$ cat src/rtl/word_slicer_param.sv
// word_slicer_param
//   Splits IN_W-bit words into RATIO = IN_W/OUT_W slices of OUT_W bits and
//   emits one slice per clk_4f cycle. Slice order is MSB-first or LSB-first.
//   Valid/ready handshakes on both sides. A one-word holding buffer lets the
//   next word be accepted while the current one is still being sliced, so
//   back-to-back words stream without bubbles.
//
// Ports
//   clk_4f     in   single clock, rising edge
//   reset      in   asynchronous, active-high reset
//   valid_in   in   Data_in holds a word
//   ready_in   out  a word can be accepted this cycle (holding buffer empty)
//   Data_in    in   [IN_W-1:0] input word
//   valid_out  out  Data_out holds a valid slice
//   ready_out  in   downstream takes the slice this cycle
//   Data_out   out  [OUT_W-1:0] current slice, 0 when idle
//   last_out   out  final slice of the current word
module word_slicer_param #(
  parameter int IN_W      = 32,
  parameter int OUT_W     = 8,
  parameter int MSB_FIRST = 1
) (
  input  logic             clk_4f,
  input  logic             reset,
  input  logic             valid_in,
  output logic             ready_in,
  input  logic [IN_W-1:0]  Data_in,
  output logic             valid_out,
  input  logic             ready_out,
  output logic [OUT_W-1:0] Data_out,
  output logic             last_out
);

  localparam int RATIO = (OUT_W > 0) ? (IN_W / OUT_W) : 0;
  localparam int CNT_W = (RATIO < 2) ? 1 : $clog2(RATIO);
  localparam logic [CNT_W-1:0] CNT_LAST = CNT_W'(RATIO - 1);

  // Reject width combinations that cannot be sliced evenly into >= 2 pieces.
  if (OUT_W < 1 || (IN_W % OUT_W) != 0 || RATIO < 2) begin : g_param_check
    $error("word_slicer_param: IN_W must be a multiple of OUT_W with IN_W/OUT_W >= 2");
  end

  logic [IN_W-1:0]  sr;
  logic [IN_W-1:0]  hb;
  logic [CNT_W-1:0] cnt;
  logic             busy;
  logic             hb_valid;

  logic             acc;
  logic             take;
  logic             fin;
  logic [OUT_W-1:0] slice;

  assign ready_in  = !hb_valid;
  assign valid_out = busy;
  assign last_out  = busy && (cnt == CNT_LAST);

  // The outgoing slice always sits at the end of SR that the shift moves
  // towards, so the slice select never depends on cnt.
  assign slice    = (MSB_FIRST != 0) ? sr[IN_W-1 -: OUT_W] : sr[OUT_W-1:0];
  assign Data_out = busy ? slice : '0;

  assign acc  = valid_in && ready_in;
  assign take = valid_out && ready_out;
  assign fin  = take && (cnt == CNT_LAST);

  // NOTE: state registers use non-blocking assignments so every update in
  // this block sees the pre-edge values of sr/cnt/busy/hb_valid.
  always_ff @(posedge clk_4f or posedge reset) begin
    if (reset) begin
      // NOTE: the data registers are cleared too, so nothing from an aborted
      // word can ever reappear on Data_out after reset is released.
      sr       <= '0;
      hb       <= '0;
      cnt      <= '0;
      busy     <= 1'b0;
      hb_valid <= 1'b0;
    end else begin
      if (take && !fin) begin
        sr  <= (MSB_FIRST != 0) ? (sr << OUT_W) : (sr >> OUT_W);
        cnt <= cnt + 1'b1;
      end else if (fin) begin
        cnt <= '0;
        if (hb_valid) begin
          // Buffered word follows immediately; ready_in is low, so no acc.
          sr       <= hb;
          hb_valid <= 1'b0;
        end else if (acc) begin
          // Direct pass-through of a word arriving on the final slice.
          sr <= Data_in;
        end else begin
          busy <= 1'b0;
        end
      end else if (!busy && acc) begin
        sr   <= Data_in;
        busy <= 1'b1;
        cnt  <= '0;
      end

      // Word arriving mid-stream parks in the holding buffer; may coincide
      // with a shift above.
      if (busy && !fin && acc) begin
        hb       <= Data_in;
        hb_valid <= 1'b1;
      end
    end
  end

endmodule

$ cat config.mk
export PLATFORM = sky130hd
export DESIGN_NAME = word_slicer_param
export DESIGN_NICKNAME = d
export VERILOG_FILES = /design/src/rtl/word_slicer_param.sv
export SDC_FILE = /design/constraint.sdc
export NUM_CORES = 1
export LEC_CHECK = 0
export ABC_AREA = 1
export BUFFER_PORTS_ARGS = -buffer_cell sky130_fd_sc_hd__buf_2
export CAP_MARGIN = 10
export CORE_MARGIN = 4
export CORE_UTILIZATION = 62
export DETAILED_ROUTE_END_ITERATION = 7
export PLACE_DENSITY = 0.85
export SYNTH_ARGS = -nofsm -noshare
export SYNTH_HDL_FRONTEND = slang
export SYNTH_SLANG_ARGS = --single-unit
$ cat constraint.sdc
create_clock -name clk_4f -period 2.7 [get_ports clk_4f]
set_input_delay 0.135 -clock clk_4f [delete_from_list [all_inputs] [get_ports clk_4f]]
set_output_delay 0.135 -clock clk_4f [all_outputs]
set_load 0.02 [all_outputs]
==> flow_summary.json, run 1 <==
{
  "syn_avg_cell_area_um2": 6.717,
  "die_y_um": 84.49,
  "syn_inst": 540,
  "crit_path_end_kind": "flop",
  "cts.path.max_buffers": 2,
  "clock_skew_ns": 0.007197,
  "p_comb_frac": 0.406,
  "hold_viol_final": 0,
  "clock_latency_ns": 0.35,
  "cap_violations": 0,
  "core_um2": 5574,
  "grt_max_degree": 66,
  "ys_warn_count": 0,
  "drc": 0,
  "numClockSinks": 68,
  "postRouteAntennaNets": 0,
  "p_int_mw": 2.595,
  "antenna_found_initial": 0,
  "finalSetupViolCount": 0,
  "netlist_top_cells_area": "dfrtp_1 (47%), nand2_1 (32%), inv_1 (7.0%)",
  "antenna_cells": 0,
  "cts_tree": "done",
  "drt-total-wl_um": 7659,
  "vias": 3208,
  "grt_pass1_vias": 3016,
  "cts_made_buffers": 9,
  "area_delta_synth_final_pct": 12.28,
  "cts_max_level": 3,
  "grt_pass1_wl_um": 13360,
  "cts_setup_buffers": 0,
  "rsz0062_at_grt": "no",
  "timing_worst_slew_pin_value_ns": 0.7557,
  "synth_cell_types": 21,
  "fin_crit_sh": 0.7471,
  "slew_headroom": 0.4957,
  "ir_drop_mv": 0.6541,
  "synth_top_area_cell": "dfrtp_1",
  "cp.required_ns": 2.93,
  "grtUsageTotal": 0.2325,
  "final_common_cell": "nand2_1",
  "final_util": 0.7306,
  "tns_ns": 0,
  "rrSetupSlack_ns": 0.68,
  "die_x_um": 84.49,
  "cp-start-kind": "flop",
  "maxSlewViolCount": 0,
  "fin_nets": 615,
  "io_pins": 47,
  "drt-initial-drc-count": 254,
  "syn_area_um2": 3627,
  "hp-class": "input port to flop",
  "worstSetupPathType": "flop to flop",
  "clk_pin_slew_ns": 0.07,
  "dieArea_um2": 7138,
  "post_drt_wl_per_cell_um": 11.71,
  "p_switching_mw": 1.820,
  "core.rowCount": 27,
  "numPortBuffers": 46,
  "pwr-share-seq": 0.398,
  "grt-ovfl-total": 0,
  "ctsHoldBuffers": 1,
  "clock-root-buffer": "clkbuf_8",
  "power_density_nw_per_um2": 1084,
  "fin_crit_ns": 2.017,
  "ys_ff_latch": 68,
  "outcome": "completed",
  "switching_share": 0.4122,
  "fmax_mhz": 495.7,
  "drt_pass1_iterations": 5,
  "synth_top_area_frac": 0.4691,
  "final_cell_mix": "nand2_1 (310), dfrtp_1 (68), inv_1 (67)",
  "syn-num-nets": 577,
  "gp_congestion": 0.8887,
  "synth_seq_area_share": 0.4691,
  "fin_cells": 654,
  "avgViaCountPerCell": 4.905,
  "start_util": 0.6507,
  "arrival_ns": 2.25,
  "clkPwrFrac": 0.196,
  "dp_hpwl_um": 5236,
  "post_cts_resize_count": 0,
  "dp_cells": 638,
  "leakage_nw": 2.534,
  "drive_gt1_frac": 0.1306,
  "critPathMaxFanout": 24
}
power by group through the flow:
stage / clock, mW / combinational [mW] / sequential [mW]
after detailed placement: 0 / 1.79 / 1.77
after floorplan: 0 / 1.46 / 1.69
after global routing: 0.935 / 2.08 / 1.81
final: 0.867 / 1.79 / 1.76
after global placement: 0 / 1.74 / 1.75
after CTS: 0.883 / 1.80 / 1.75
critical path: stages, from the launching register on:
cell and delay (ns):
dfrtp_1 0.64, nand2_2 0.24, inv_1 0.62, nand2_1 0.13
nand2_1 0.10, nand2_1 0.06, nand2_1 0.06, nand2_1 0.05
stage by stage:
| step | cell area (um^2) | hold slack [ns] | setup slack [ns] | total power, mW |
|---|---|---|---|---|
| after global placement | 3860 | 0.2932 | 0.7664 | 3.487 |
| after global routing | 4073 | 0.03690 | 0.4781 | 4.824 |
| after detailed placement | 3860 | 0.3090 | 0.7288 | 3.554 |
| final | 4073 | 0.05228 | 0.6828 | 4.414 |
| after floorplan | 3627 | 0.2879 | 0.8535 | 3.149 |
| after CTS | 4073 | 0.03686 | 0.7141 | 4.436 |
synthesized netlist by cell type, drive strengths merged:
master / n
ha: 1
nor2: 14
dfrtp: 68
o21ai: 34
clkbuf: 2
nand4: 1
nand2: 312
nand3: 2
a21oi: 9
a22oi: 1
buf: 25
inv: 71
registers in the layout, summed over array words and instances (netlist names):
name,cells
hb,32
sr,32
cnt,2
hb_valid,1
valid_out,1
final timing paths:
path	startpoint	endpoint	cells past startpoint
min in group asynchronous	reset	hb[30]$_DFFE_PP0P_	3
max	valid_out$_DFFE_PP0P_	sr[15]$_DFFE_PP0P_	7
max reg2reg	valid_out$_DFFE_PP0P_	sr[15]$_DFFE_PP0P_	7
max in group asynchronous	reset	hb[11]$_DFFE_PP0P_	4
min	Data_in[29]	hb[29]$_DFFE_PP0P_	3
min reg2reg	cnt[0]$_DFFE_PP0P_	cnt[0]$_DFFE_PP0P_	1
area by class of cell:
class / count / area, um^2
clock buffers: 14 / 172.7
clock inverters: 1 / 30.03
fillers: 471 / 1501
inverters: 71 / 269.0
multi-input cells: 374 / 1504
flip-flops and latches: 68 / 1702
well taps: 72 / 90.09
repair buffers: 54 / 305.3
layer usage:
metal / up-vias / global-route usage / wire length [um]
met5: - / 0 / 0
met3: 18 / 0.06477 / 476
li1: 1663 / - / -
met1: 1433 / 0.3085 / 3444
met2: 94 / 0.3573 / 3573
met4: 0 / 0.1022 / 164
kinds of logic after synthesis:
kind of cell,Yosys count,synth area share
adders and majority gates,1,0.003449
and+or+nand+nor,329,0.3467
AOI/OAI and AO/OA,44,0.06140
DFF,68,0.4691
buffers and inverters,98,0.1194
(Power assumes the default switching activity.)
==> inputs of run 2 (changes only) <==
CORE_UTILIZATION = 58   (was 62)
PLACE_DENSITY = 0.8   (was 0.85)
clock period = 1.9 ns   (was 2.7 ns; I/O delays follow)
==> run 2 against run 1 <==
  * Sequential power increased by 41%
  * Highest routed layer unchanged
  * Cell area grew 2.9%
  * Wire length up 7.0%
  * Clock-buffer cell count decreased by 2
  * Setup slack got worse by 0.51 ns
  * Sequential cell count unchanged
  * Cell count is 1.7% higher
  * Critical endpoint is now last_out
  * Worst hold slack got worse by 0.043 ns
  * Largest cell class unchanged
  * Critical path depth is 1 lower
  * Power up 49%
  * Die area up 6.2%
==> flow_summary.json, run 2 (same netlist as run 1, synthesis figures left out) <==
{
  "cts.path.max_buffers": 2,
  "leakage_nw": 2.598,
  "postRouteAntennaNets": 0,
  "ir_drop_mv": 0.9561,
  "hp-class": "input port to flop",
  "crit_start": "cnt[0]$_DFFE_PP0P_",
  "hold_viol_final": 0,
  "clk_pin_slew_ns": 0.07,
  "clock_latency_ns": 0.35,
  "power.total_mw": 6.590,
  "worstSetupPathType": "flop to primary output",
  "tns_ns": 0,
  "power_density_nw_per_um2": 1573,
  "clkPwrFrac": 0.211,
  "grt-ovfl-total": 0,
  "fin_crit_sh": 0.9111,
  "fin_nets": 622,
  "p_comb_frac": 0.412,
  "final_util": 0.6995,
  "grt_pass1_vias": 3233,
  "cp-start-kind": "flop",
  "vias": 3259,
  "cts_made_buffers": 9,
  "rsz0062_at_grt": "no",
  "dp_hpwl_um": 5548,
  "die_x_um": 87.08,
  "grt_pass1_wl_um": 14520,
  "grtUsageTotal": 0.2449,
  "hp-start": "Data_in[3]",
  "io_pins": 47,
  "crit_path_end_kind": "primary output",
  "fin_cells": 665,
  "pwr-share-seq": 0.376,
  "drc": 0,
  "rr_startpoint": "cnt[0]$_DFFE_PP0P_",
  "drt_pass1_iterations": 5,
  "cts_setup_buffers": 0,
  "cts_tree": "done",
  "outcome": "completed",
  "antenna_cells": 0,
  "clock-root-buffer": "clkbuf_8",
  "final_cell_mix": "nand2_1 (310), dfrtp_1 (68), inv_1 (67)",
  "whs_ns": 0.009098,
  "cp.required_ns": 1.80,
  "maxSlewViolCount": 0,
  "clock_skew_ns": 0.008351,
  "fin_crit_ns": 1.731,
  "core.rowCount": 28,
  "p_int_mw": 3.918,
  "die_y_um": 87.08,
  "top_regs": "hb: 32 flops, sr: 32 flops, cnt: 2 flops",
  "fmax_mhz": 577.7,
  "numClockSinks": 68,
  "timing_worst_slew_pin_value_ns": 0.6899,
  "drt-total-wl_um": 8198,
  "critPathMaxFanout": 14,
  "dieArea_um2": 7583,
  "switching_share": 0.4054,
  "p_switching_mw": 2.672,
  "arrival_ns": 1.64,
  "cap_violations": 0,
  "finalSetupViolCount": 0,
  "numPortBuffers": 46,
  "slew_headroom": 0.5383,
  "post_drt_wl_per_cell_um": 12.33,
  "final_common_cell": "nand2_1",
  "antenna_found_initial": 0,
  "drt-initial-drc-count": 233,
  "drive_gt1_frac": 0.1458,
  "area_delta_synth_final_pct": 15.52,
  "cts_max_level": 3,
  "start_util": 0.6055,
  "dp_cells": 648,
  "grt_max_degree": 40,
  "gp_congestion": 0.8432,
  "core_um2": 5991,
  "avgViaCountPerCell": 4.901
}
-- run 2: path summary, 6_finish.rpt --
check                                            end  slack (ns)  cells after the start
worst max-delay path                        last_out        0.17                      6
worst min-delay path               hb[3]$_DFFE_PP0P_       0.009                      3
worst max register to register  hb_valid$_DFFE_PP0P_        0.17                      5
worst min register to register    sr[15]$_DFFE_PP0P_        0.48                      2
max in group asynchronous         sr[19]$_DFFE_PP0P_        0.89                      4
min in group asynchronous       hb_valid$_DFFE_PP0P_        0.35                      3
-- run 2: repair_timing --
action,CTS,global route
hold endpoints to repair,24,0
setup endpoints to repair,0,1
resized for setup,0,1
hold buffers,1,0
-- run 2: through the flow --
stage	setup slack, ns	instance area, um^2
floorplan	0.09349	3627
global placement	0.2687	3941
detailed placement	0.1915	3941
CTS	0.1155	4187
global route	0.02705	4190
finish	0.1690	4190
-- run 2: cell type report --
class | count | area (um^2)
Clock buffer | 12 | 165.2
Clock inverter | 4 | 70.07
Fill cell | 526 | 1800
Inverter | 71 | 269.0
Multi-Input combinational cell | 374 | 1504
Sequential cell | 68 | 1702
Tap cell | 75 | 93.84
Timing Repair Buffer | 61 | 386.6
-- run 2: worst max-delay path, stage by stage (launching register included) --
cell and delay (ns):
dfrtp_1 0.38, ha_1 0.19, buf_4 0.22, buf_6 0.20, nand2_1 0.09, inv_1 0.06, buf_2 0.15
-- run 2: power groups by stage --
stage / Combinational, mW / Sequential [mW] / Clock [mW]
6_report: 2.72 / 2.48 / 1.39
5_1_grt: 3.17 / 2.56 / 1.48
4_1_cts: 2.72 / 2.47 / 1.41
3_5_place_dp: 2.68 / 2.49 / 0
3_3_place_gp: 2.60 / 2.46 / 0
2_1_floorplan: 2.08 / 2.40 / 0
-- run 2: per-layer routing --
| layer | vias up | track usage | wire length [um] |
|---|---|---|---|
| met1 | 1495 | 0.3164 | 3647 |
| met2 | 74 | 0.3961 | 3979 |
| met4 | 0 | 0.1161 | 196 |
| met3 | 16 | 0.04636 | 375 |
| met5 | - | 0 | 0 |
| li1 | 1674 | - | - |
==> inputs of run 3 (changes only) <==
ABC_AREA = not set   (was 1)
CORE_UTILIZATION = 56   (was 58)
PLACE_DENSITY = 0.79   (was 0.8)
clock period = 1.8 ns   (was 1.9 ns; I/O delays follow)
==> run 3 against run 2 <==
  * Area after synthesis shrank 13%
  * Synthesized cell count is 49% lower
  * Sequential cell count did not move
  * Register-to-register slack worse by 0.06 ns
  * Critical path type is now flop to flop
  * Largest cell class unchanged
  * Largest power group is now sequential cells
==> flow_summary.json, run 3 <==
{
  "clock-root-buffer": "clkbuf_8",
  "cap_violations": 0,
  "cp.required_ns": 2.05,
  "grt_pass1_wl_um": 12200,
  "start_util": 0.5954,
  "syn_avg_cell_area_um2": 11.29,
  "whs_ns": 0.01827,
  "core_um2": 5270,
  "clock_skew_ns": 0.003840,
  "synth_top_family_by_area": "compound AO/OA/AOI/OAI gates",
  "post_drt_wl_per_cell_um": 15.97,
  "dp_hpwl_um": 4181,
  "power.total_mw": 3.044,
  "pre_cts_ws_ns": 0.07224,
  "clock_latency_ns": 0.35,
  "final_util": 0.7621,
  "grt_pass1_vias": 2464,
  "fin_crit_ns": 1.694,
  "synth_seq_area_share": 0.5423,
  "antenna_found_initial": 0,
  "leakage_nw": 1.929,
  "gp_congestion": 0.8603,
  "post_synth_and_or_nand_nor_area_fraction": 0.08692,
  "synth_top_area_cell": "dfrtp_1",
  "path_delay_family": "compound AO/OA/AOI/OAI gates",
  "crit_path_end_kind": "flop",
  "drt-total-wl_um": 6865,
  "crit_start": "cnt[0]$_DFFE_PP0P_",
  "top_regs": "hb: 32 flops, sr: 32 flops, cnt: 2 flops",
  "finalSetupViolCount": 0,
  "cts_made_buffers": 9,
  "vias": 2323,
  "drive_gt1_frac": 0.3250,
  "clk_pin_slew_ns": 0.07,
  "ys_ff_latch": 68,
  "drt_pass1_iterations": 4,
  "core.rowCount": 26,
  "hp-start": "Data_in[21]",
  "arrival_ns": 1.94,
  "rsz0062_at_grt": "no",
  "synth_adder_area_share": 0.003987,
  "syn_area_um2": 3138,
  "cp-start-kind": "flop",
  "cpPeakStageDelay_ns": 0.41,
  "io_pins": 47,
  "numClockSinks": 68,
  "outcome": "completed",
  "postRouteAntennaNets": 0,
  "syn-num-nets": 315,
  "netlist_top_cells_area": "dfrtp_1 (54%), mux2_2 (11%), a22o_1 (6.4%)",
  "synth_cell_types": 29,
  "cts_max_level": 3,
  "drc": 0,
  "die_x_um": 82.86,
  "cts_setup_buffers": 0,
  "fin_area_um2": 4016,
  "rr_startpoint": "cnt[0]$_DFFE_PP0P_",
  "final_common_cell": "dfrtp_1",
  "numPortBuffers": 46,
  "fin_crit_sh": 0.9412,
  "crit_slowest_cell": "dfrtp_1",
  "fin_nets": 392,
  "ir_drop_mv": 0.6830,
  "syn_inst": 278,
  "drt-initial-drc-count": 168,
  "crit_buf_inv": 2,
  "critPathMaxFanout": 46,
  "antenna_cells": 0,
  "dieArea_um2": 6865,
  "synth_compound_gate_area_share": 0.1850,
  "async_flop_share": 1.000,
  "synth_ff_type": "dfrtp_1",
  "avgViaCountPerCell": 5.402,
  "worst_slack_ns": 0.1058,
  "tns_ns": 0,
  "grt-ovfl-total": 0,
  "place_area_um2": 3501,
  "grtUsageTotal": 0.2201,
  "slew_headroom": 0.5238,
  "final_cell_mix": "dfrtp_1 (67), buf_2 (46), nand2_1 (40)",
  "dp_cells": 384,
  "netlist_top_cells_count": "dfrtp_1 (68), nand2_1 (40), mux2_2 (32)",
  "synth.most_common_cell": "dfrtp_1",
  "grt_max_degree": 47,
  "cts_tree": "done",
  "worstSetupPathType": "flop to flop",
  "ys_warn_count": 0,
  "hp-class": "input port to flop",
  "synth-edff-count": 0,
  "synth_mux_area_frac": 0.1404,
  "cts.path.max_buffers": 2,
  "fin_cells": 430,
  "synth_top_area_frac": 0.5423,
  "hold_viol_final": 0,
  "worstPathCellList": "ha_2 -> buf_4 -> nor3b_1 -> a21o_2 -> buf_12 -> o31ai_1",
  "power_density_nw_per_um2": 757.9,
  "synth-xor-area-share": 0,
  "timing_worst_slew_pin_value_ns": 0.7128,
  "maxSlewViolCount": 0,
  "area_delta_synth_final_pct": 27.99,
  "fmax_mhz": 590.3,
  "die_y_um": 82.86
}
## run 3: final cells by class
class / instances / area (um^2)
Clock buffer: 10 / 137.6
Timing Repair Buffer: 88 / 683.2
Sequential cell: 68 / 1703
Fill cell: 376 / 1254
Multi-Input combinational cell: 185 / 1326
Inverter: 3 / 15.01
Tap cell: 70 / 87.58
Clock inverter: 6 / 63.81
## run 3: power by group
group          internal (mW)  total [mW]  switching [mW]
registers               1.56        1.58          0.0206
logic                  0.105       0.199          0.0941
clock network          0.674        1.26           0.587
total                   2.34        3.04           0.701
## run 3: logic make-up after synthesis
logic type | Yosys count
compound gates | 87
fa+ha+maj | 1
buf+inv | 25
flops | 68
mux | 40
simple gates | 57
## run 3: timing repair
| item | 4_1_cts | 5_1_grt |
|---|---|---|
| endpoints found under the setup margin | 0 | 52 |
| hold buffers | 30 | 0 |
| hold endpoints to repair | 58 | 0 |
| gates resized for setup | 0 | 4 |
## run 3: metal layers
metal,routed length (um),global-route usage,vias to the layer above
met1,3090,0.2927,1117
met5,0,0,-
met4,86,0.06538,0
met2,3392,0.3469,47
li1,-,-,1150
met3,295,0.06931,9
## run 3: path summary, 6_finish.rpt
path                       slack [ns]                   end  cells past startpoint
setup / recovery                 0.11     sr[6]$_DFFE_PP0P_                      6
hold / removal                   0.02    hb[21]$_DFFE_PP0P_                      2
setup reg to reg                 0.11     sr[6]$_DFFE_PP0P_                      6
hold reg to reg                  0.48    sr[25]$_DFFE_PP0P_                      2
max in group asynchronous        0.81     sr[1]$_DFFE_PP0P_                      4
min in group asynchronous        0.40  hb_valid$_DFFE_PP0P_                      3
